**config.mk**
```make
export PLATFORM = sky130hd
export DESIGN_NAME = data_register_file
export DESIGN_NICKNAME = d
export VERILOG_FILES = /design/src/rtl/data_register_file.sv
export SDC_FILE = /design/constraint.sdc
export NUM_CORES = 2
export LEC_CHECK = 0
export CAP_MARGIN = 20
export CORE_MARGIN = 2
export CORE_UTILIZATION = 52
export DETAILED_ROUTE_END_ITERATION = 8
export PLACE_DENSITY = 0.68
export SETUP_SLACK_MARGIN = 0.4
export SLEW_MARGIN = 40
export SYNTH_ARGS = -nofsm -noshare
export SYNTH_HDL_FRONTEND = slang
export SYNTH_SLANG_ARGS = --single-unit
```
**constraint.sdc**
```tcl
create_clock -name clock -period 10.7 [get_ports clock]
set_input_delay 2.14 -clock clock [delete_from_list [all_inputs] [get_ports clock]]
set_output_delay 2.14 -clock clock [all_outputs]
set_load 0.005 [all_outputs]
```
**src/rtl/data_register_file.sv**
```systemverilog
// data_register_file: one write port, two registered read ports, write-first
// bypass, optional hardwired-zero entry 0, and a scrub FSM that zeroes every
// entry after reset before accesses are accepted.

// Per-read-port pipeline stage: address qualification, bypass select and the
// registered data/valid pair.
module data_register_file_rd_port #(
  parameter int DATA_WIDTH = 8,
  parameter int ADDR_WIDTH = 8,
  parameter int DEPTH      = 256,
  parameter int ZERO_REG   = 0
) (
  input  logic                  clock,
  input  logic                  reset_n,
  input  logic                  ready,
  input  logic                  read_en,
  input  logic [ADDR_WIDTH-1:0] read_addr,
  input  logic [DATA_WIDTH-1:0] mem_data,
  input  logic                  wr_fire,
  input  logic [ADDR_WIDTH-1:0] wr_addr,
  input  logic [DATA_WIDTH-1:0] wr_data,
  output logic [DATA_WIDTH-1:0] read_data,
  output logic                  read_valid
);

  logic [DATA_WIDTH-1:0] read_data_q, read_data_d;
  logic                  read_valid_q, read_valid_d;
  logic                  addr_ok;
  logic                  addr_zero;

  // Extra top bit lets DEPTH == 2**ADDR_WIDTH compare without overflow.
  assign addr_ok   = {1'b0, read_addr} < (ADDR_WIDTH+1)'(DEPTH);
  assign addr_zero = (ZERO_REG != 0) && (read_addr == '0);

  // Select read result: zero for unmapped/hardwired entries, else bypass or array.
  always_comb begin
    read_valid_d = ready & read_en;
    read_data_d  = read_data_q;
    if (ready && read_en) begin
      if (!addr_ok || addr_zero)                 read_data_d = '0;
      else if (wr_fire && (wr_addr == read_addr)) read_data_d = wr_data;
      else                                        read_data_d = mem_data;
    end
  end

  // Output registers; reset discards any in-flight result.
  always_ff @(posedge clock) begin
    if (!reset_n) begin
      read_data_q  <= '0;
      read_valid_q <= 1'b0;
    end else begin
      read_data_q  <= read_data_d;
      read_valid_q <= read_valid_d;
    end
  end

  assign read_data  = read_data_q;
  assign read_valid = read_valid_q;

endmodule

module data_register_file #(
  parameter int DATA_WIDTH = 8,
  parameter int ADDR_WIDTH = 8,
  parameter int DEPTH      = 256,
  parameter int ZERO_REG   = 0
) (
  input  logic                  clock,
  input  logic                  reset_n,
  input  logic                  write_enable,
  input  logic [ADDR_WIDTH-1:0] write_addr,
  input  logic [DATA_WIDTH-1:0] write_data,
  input  logic                  read_en_1,
  input  logic [ADDR_WIDTH-1:0] read_addr_1,
  output logic [DATA_WIDTH-1:0] read_data_1,
  output logic                  read_valid_1,
  input  logic                  read_en_2,
  input  logic [ADDR_WIDTH-1:0] read_addr_2,
  output logic [DATA_WIDTH-1:0] read_data_2,
  output logic                  read_valid_2,
  output logic                  ready
);

  localparam int NUM_PORTS = 2;
  localparam int IDX_W     = (DEPTH > 1) ? $clog2(DEPTH) : 1;
  localparam logic [ADDR_WIDTH-1:0] LAST_IDX = ADDR_WIDTH'(DEPTH - 1);

  typedef enum logic {ST_CLEAR, ST_READY} state_e;

  state_e                  state_q, state_d;
  logic [ADDR_WIDTH-1:0]   clear_ptr_q, clear_ptr_d;
  logic                    ready_q, ready_d;

  logic [DATA_WIDTH-1:0]   mem_q [DEPTH];
  logic                    mem_we;
  logic [IDX_W-1:0]        mem_waddr;
  logic [DATA_WIDTH-1:0]   mem_wdata;

  logic                    wr_fire;

  logic [NUM_PORTS-1:0]                 rd_en, rd_vld;
  logic [NUM_PORTS-1:0][ADDR_WIDTH-1:0] rd_addr;
  logic [NUM_PORTS-1:0][DATA_WIDTH-1:0] rd_mem, rd_data;

  // Accepted write: only once ready, in range, and not the hardwired zero entry.
  assign wr_fire = ready_q && write_enable
                && ({1'b0, write_addr} < (ADDR_WIDTH+1)'(DEPTH))
                && !((ZERO_REG != 0) && (write_addr == '0));

  // Scrub walks clear_ptr to DEPTH-1 then parks in READY until the next reset.
  always_comb begin
    state_d     = state_q;
    clear_ptr_d = clear_ptr_q;
    ready_d     = ready_q;
    mem_we      = 1'b0;
    mem_waddr   = write_addr[IDX_W-1:0];
    mem_wdata   = write_data;
    case (state_q)
      ST_CLEAR: begin
        mem_we    = 1'b1;
        mem_waddr = clear_ptr_q[IDX_W-1:0];
        mem_wdata = '0;
        if (clear_ptr_q == LAST_IDX) begin
          state_d = ST_READY;
          ready_d = 1'b1;
        end else begin
          clear_ptr_d = clear_ptr_q + 1'b1;
        end
      end
      default: mem_we = wr_fire;
    endcase
  end

  // Control state with synchronous active-low reset.
  always_ff @(posedge clock) begin
    if (!reset_n) begin
      state_q     <= ST_CLEAR;
      clear_ptr_q <= '0;
      ready_q     <= 1'b0;
    end else begin
      state_q     <= state_d;
      clear_ptr_q <= clear_ptr_d;
      ready_q     <= ready_d;
    end
  end

  // Storage array; reset leaves contents alone, the scrub does the clearing.
  always_ff @(posedge clock) begin
    if (reset_n && mem_we) mem_q[mem_waddr] <= mem_wdata;
  end

  assign rd_en   = {read_en_2, read_en_1};
  assign rd_addr = {read_addr_2, read_addr_1};

  for (genvar p = 0; p < NUM_PORTS; p++) begin : g_rd
    // Out-of-range addresses alias here but are masked inside the port.
    assign rd_mem[p] = mem_q[rd_addr[p][IDX_W-1:0]];

    data_register_file_rd_port #(
      .DATA_WIDTH (DATA_WIDTH),
      .ADDR_WIDTH (ADDR_WIDTH),
      .DEPTH      (DEPTH),
      .ZERO_REG   (ZERO_REG)
    ) u_rd (
      .clock      (clock),
      .reset_n    (reset_n),
      .ready      (ready_q),
      .read_en    (rd_en[p]),
      .read_addr  (rd_addr[p]),
      .mem_data   (rd_mem[p]),
      .wr_fire    (wr_fire),
      .wr_addr    (write_addr),
      .wr_data    (write_data),
      .read_data  (rd_data[p]),
      .read_valid (rd_vld[p])
    );
  end

  assign read_data_1  = rd_data[0];
  assign read_valid_1 = rd_vld[0];
  assign read_data_2  = rd_data[1];
  assign read_valid_2 = rd_vld[1];
  assign ready        = ready_q;

endmodule

```
Yosys cells after proc, flatten, opt, wreduce, memory -nomap -nowiden
Memory sizes are Yosys's and may differ from the RTL's.
Index checks and enable logic that the tools add are counted.

storage, ports and cells
  flip-flop bits (word level) = 28
  bits in writable memories = 2,048
  input bits = 37
  memories = 1

memories
  name   depth  width  rd ports  clocked after Yosys merged registers in  write ports  line  source
  mem_q  256    8      2         0                                        1            94    logic [DATA_WIDTH-1:0] mem_q [DEPTH];

cells by class
  add/subtract/negate cells = 1
  equal/unequal tests = 3
  muxes and demuxes = 9
  bitwise logic cells = 4
  reductions and logical operators = 8

operators with widths
  kind                                         number
  2-to-1 mux 8 bit                             4
  equality test 8 bit                          2
  adder 8 x 1 -> 8 bit, second input constant  1
  equality test 8 bit, second input constant   1
  logical AND 1 bit                            6
  2-to-1 mux 1 bit                             5
  AND reduction 2 bit                          2
  AND 1 bit                                    2
  inverter 1 bit                               2

Logic depth before layout (Yosys ltp)
  word-level depth = 5
  gate-level depth with buffers = 14
  gate-level depth less buffers = 8

Modules after synthesis
From an unflattened synthesis, not the netlist that was laid out.

second synthesis, totals
  cell total of the unflattened synthesis = 5,307
  area total of the unflattened synthesis = 97,076.9 um^2

by module, submodules not included
  module                      times used  cells an instance  area each (um^2)  sequential area each (um^2)
  data_register_file          1           5,183              95,930.8          61,699.2
  data_register_file_rd_port  2           62                 573.0             180.2

Least setup slack after synthesis
OpenSTA, ideal clock, no wires.

  path type = in2reg
  start point = input write_data[0]
  end point = memory mem_q[0][0], data pin
  setup time = 870 ps
  arrival = 5,384 ps
  data required time = 9,830 ps
  slack = 4,446 ps
  stages on the path = 1
  buffers on the path = 0
  cell sequence = and2_1

on the way
  cells in the longest elaborated chain, start to end = 1

ends and longest elaborated chain
  what              line  source
  from (decl)       72    input logic [DATA_WIDTH-1:0] write_data,
  2-to-1 mux 8 bit  118   case (state_q)
  to (decl)         94

No other way between the ends.

Final worst setup path
  start point = input read_addr_2[0]
  end point = register g_rd[1].u_rd.read_data_q[7]

on the way
  cells in the longest elaborated chain, start to end = 3
  elaborated cells on any way between the ends = 4
  those cells by class = 1 x eq/ne; 1 x mux; 1 x reduce/logical; 1 x memory

ends and longest elaborated chain
  what                                                               line  source
  from (decl)                                                        78    input logic [ADDR_WIDTH-1:0] read_addr_2,
  branches (longest 2 deep; another with memory read (256 x 8 bit))  --
  2-to-1 mux 8 bit (*)                                               41    else if (wr_fire && (wr_addr == read_addr)) read_data_d = wr_data;
  to (signal assigned)                                               52    read_data_q <= read_data_d;
  to (decl)                                                          26    logic [DATA_WIDTH-1:0] read_data_q, read_data_d;

Mark *: on every way between the ends.
A chain may end at the register's enable or synchronous reset.

==> run metrics <==
final worst path period need between 5 and 6 ns; XOR/XNOR Fraction of Synth Area 0.1959%; number of top-level pins 56; final-report hold violation count 0; mean area per synthesized cell between 15 and 20 um^2; simple-gate area share of the yosys netlist under 10%; met1 Resource Use GR approximately 46%; CTS tree yes; areal power density over the cells between 150 and 200 nW/um^2; clock sink count approximately 2100; total routing resource utilization after global routing between 30% and 40%; starting utilization of the core area 52.37%; number of design rule violations left after detail routing 0; deepest level of the CTS H-tree 4; postcts setup bufs 0; net count reported at finish 5311; worst relative slew slack 30.79%; slew at the pin closest to its max-slew limit slightly above 1 ns; RD Place Congestion around 1.0; number of synthesized register bits 2076; most repeated cell in the gate-level netlist after synthesis sky130_fd_sc_hd__edfxtp_1; number of buffer cells added on primary ports 55; routed length per instance around 42 um; antenna violations before repair 11; maximum number of pins on one net before global-route repair 201; Clk Latency, worst-skew pair slightly above 0.9 ns; number of unique standard cell types used by synthesis 80; post-place setup slack between 4 and 5 ns; largest vdd supply drop between 100 and 150 uV; highest net fanout along the worst path just over 80; Congestion Overflow GR 0; Max Freq approximately 180 MHz; max-slew violation total from the final report 0; worst setup skew after layout between 0.07 and 0.08 ns; final setup violation count 0; wire length reported by the detailed router 331.1 mm; met3 global-route usage between 10% and 20%; floorplan die width 438.9 um; dominant combinational cell family by area after synthesis multiplexers; worst path setup slack after routing approximately 5.0 ns; placed inst area just over 100000 um^2; max-capacitance violation count 0; top cells by instance count after synthesis sky130_fd_sc_hd__edfxtp_1 (2048), sky130_fd_sc_hd__mux4_2 (1015), sky130_fd_sc_hd__nor2_1 (343); post-synth net total 5293; number of warnings reported in the yosys synthesis log 0; leading cell types by total area after synthesis sky130_fd_sc_hd__edfxtp_1 (63%), sky130_fd_sc_hd__mux4_2 (23%), sky130_fd_sc_hd__mux2i_1 (2.8%); total negative slack for setup checks 0 ns; most common flop cell mapped by yosys sky130_fd_sc_hd__edfxtp_1; Setup Crit Path Kind in -> reg; critical path required time 11.49 ns; complex-gate fraction of the synthesized area 3.507%; capturing element type of the critical path register; antenna violation net count after detailed routing 0; leakage approximately 0.034 uW; share of final-layout standard cells stronger than drive strength 1 ~34%; hold buffers post-CTS 0; sum of net half-perimeters after detailed placement around 210 mm; area of the die between 150000 and 200000 um^2; vias after detailed routing ~60000; share of synthesized area spent on multiplexers 26.69%; final non-filler cell area between 100000 and 150000 um^2; clock-pin transition on the worst setup and hold timing paths around 0.060 ns; detail-routed via count per cell 7.398; via count of the first global-routing pass 57910; synth-to-layout area growth 10.87%; cts bufs inserted ~210; number of flops mapped to enable cells by yosys slightly above 2000; Std-Cell Rows roughly 160; global-route wire length before repair approximately 460 mm; Final period util between 50% and 60%; worst min path class reg -> reg; cells resized by post-CTS repair 0; run status completed; most used routing layer in global routing met2; proportion of synthesized flip-flops having asynchronous set or reset 0%; GR Util met2 between 50% and 60%; most area-hungry cell type in the Yosys netlist sky130_fd_sc_hd__edfxtp_1; synthesized instance count between 5000 and 6000; root cell of the clock tree sky130_fd_sc_hd__clkbuf_16; sort of element at the start of the critical path input port; register area share after synthesis between 60% and 70%; portion of synthesized cell area occupied by the leading cell type a little over three fifths; RSZ-0062 raised after global routing false; drt first-iter violations just under 10000; core outline area 187800 um^2; first-pass iteration count of the detailed router 9; clock buffer depth 3; total standard cell area after synthesis 98350 um^2; height of the chip roughly 440 um; adder-cell area share of the yosys netlist less than 1%; Critical Path AT 6.49 ns; Filler Cell Count approximately 14000
## worst max-delay path, cell delays in order
cell and delay, ns:
sky130_fd_sc_hd__buf_8 0.26, sky130_fd_sc_hd__buf_16 0.33, sky130_fd_sc_hd__buf_12 0.41, sky130_fd_sc_hd__buf_4 0.58, sky130_fd_sc_hd__mux4_2 0.57, sky130_fd_sc_hd__mux2i_1 0.26, sky130_fd_sc_hd__a21oi_1 0.37, sky130_fd_sc_hd__o2111ai_1 0.66
sky130_fd_sc_hd__o211ai_1 0.17, sky130_fd_sc_hd__a221o_1 0.32
## state kept, by name (all words and copies together), names as in the netlist
signal,flops
clear_ptr_q,8
ready,1
g_rd.u_rd.read_data,16
mem_q,2048
g_rd.u_rd.read_valid,2
state_q,1
## logic make-up after synthesis
group           count (synthesis)
compound gates                498
flops                        2076
buf+inv                       423
fa+ha+maj                       1
xor+xnor                       22
mux                          1340
simple gates                  895
## cell type report
type	instances	area, um^2	share of cell area (%)
sequential	2076	62060	56.91
multi-input combinational	2756	34720	31.84
clock buffer	267	5580	5.118
tap	2495	3122	2.863
timing repair buffer	211	2116	1.940
clock inverter	128	1359	1.246
inverter	17	73.82	0.06770
antenna	3	7.507	0.006885
## power by group
group	internal (uW)	total [uW]	switching, uW	leakage (uW)
Combinational	526	1380	849	0.0117
Sequential	8800	8800	4.77	0.0192
Clock	4130	7450	3310	0.00336
## placed cells by master, fill, tap and decap left out, types with 19 or more instances in the layout
cell	count
sky130_fd_sc_hd__and2_1	19
sky130_fd_sc_hd__clkdlybuf4s50_1	41
sky130_fd_sc_hd__clkbuf_1	47
sky130_fd_sc_hd__nor2_2	244
sky130_fd_sc_hd__a211oi_1	19
sky130_fd_sc_hd__nor2_1	95
sky130_fd_sc_hd__nand2_1	262
sky130_fd_sc_hd__mux2_2	41
sky130_fd_sc_hd__buf_4	125
sky130_fd_sc_hd__edfxtp_1	2048
sky130_fd_sc_hd__mux2i_1	277
sky130_fd_sc_hd__clkinv_1	48
sky130_fd_sc_hd__nor3_1	34
sky130_fd_sc_hd__a21oi_1	74
sky130_fd_sc_hd__clkbuf_16	211
sky130_fd_sc_hd__a221oi_1	19
sky130_fd_sc_hd__o21ai_0	54
sky130_fd_sc_hd__a31oi_1	29
sky130_fd_sc_hd__mux4_2	1015
sky130_fd_sc_hd__a22oi_1	47
sky130_fd_sc_hd__dfxtp_1	27
sky130_fd_sc_hd__nand3_1	67
sky130_fd_sc_hd__o221ai_1	43
sky130_fd_sc_hd__clkinv_2	42
sky130_fd_sc_hd__o22ai_1	82
sky130_fd_sc_hd__xnor2_1	19
sky130_fd_sc_hd__nand2b_1	26
## through the flow
stage	util, %	power, uW	hold WS (ns)	instances
global route	58.06	17940	0.6224	7952
floorplan	-	9823	0.4569	5255
CTS	57.89	17580	0.5398	7942
finish	58.06	17630	0.5850	7953
detailed placement	54.20	10300	0.5298	7547
global placement	53.79	10290	0.5188	7542
## routing by layer
layer,part of all wire [%],wire length (um),vias to the layer above
li1,-,-,22400
met1,35,115200,30760
met2,44,146700,4717
met3,14,46130,947
met4,7.0,23070,8
met5,0.015,49,-
## path summary, 6_finish.rpt
path	startpoint	to	slack (ns)	depth (start not counted)
setup / recovery	read_addr_2[0]	g_rd[1].u_rd.read_data[7]	4.99	10
hold reg to reg	clear_ptr_q[6]	clear_ptr_q[6]	0.58	2
setup reg to reg	ready	g_rd[1].u_rd.read_data[3]	6.82	7
hold / removal	clear_ptr_q[6]	clear_ptr_q[6]	0.58	2
Power figures use the tool's default switching activity.
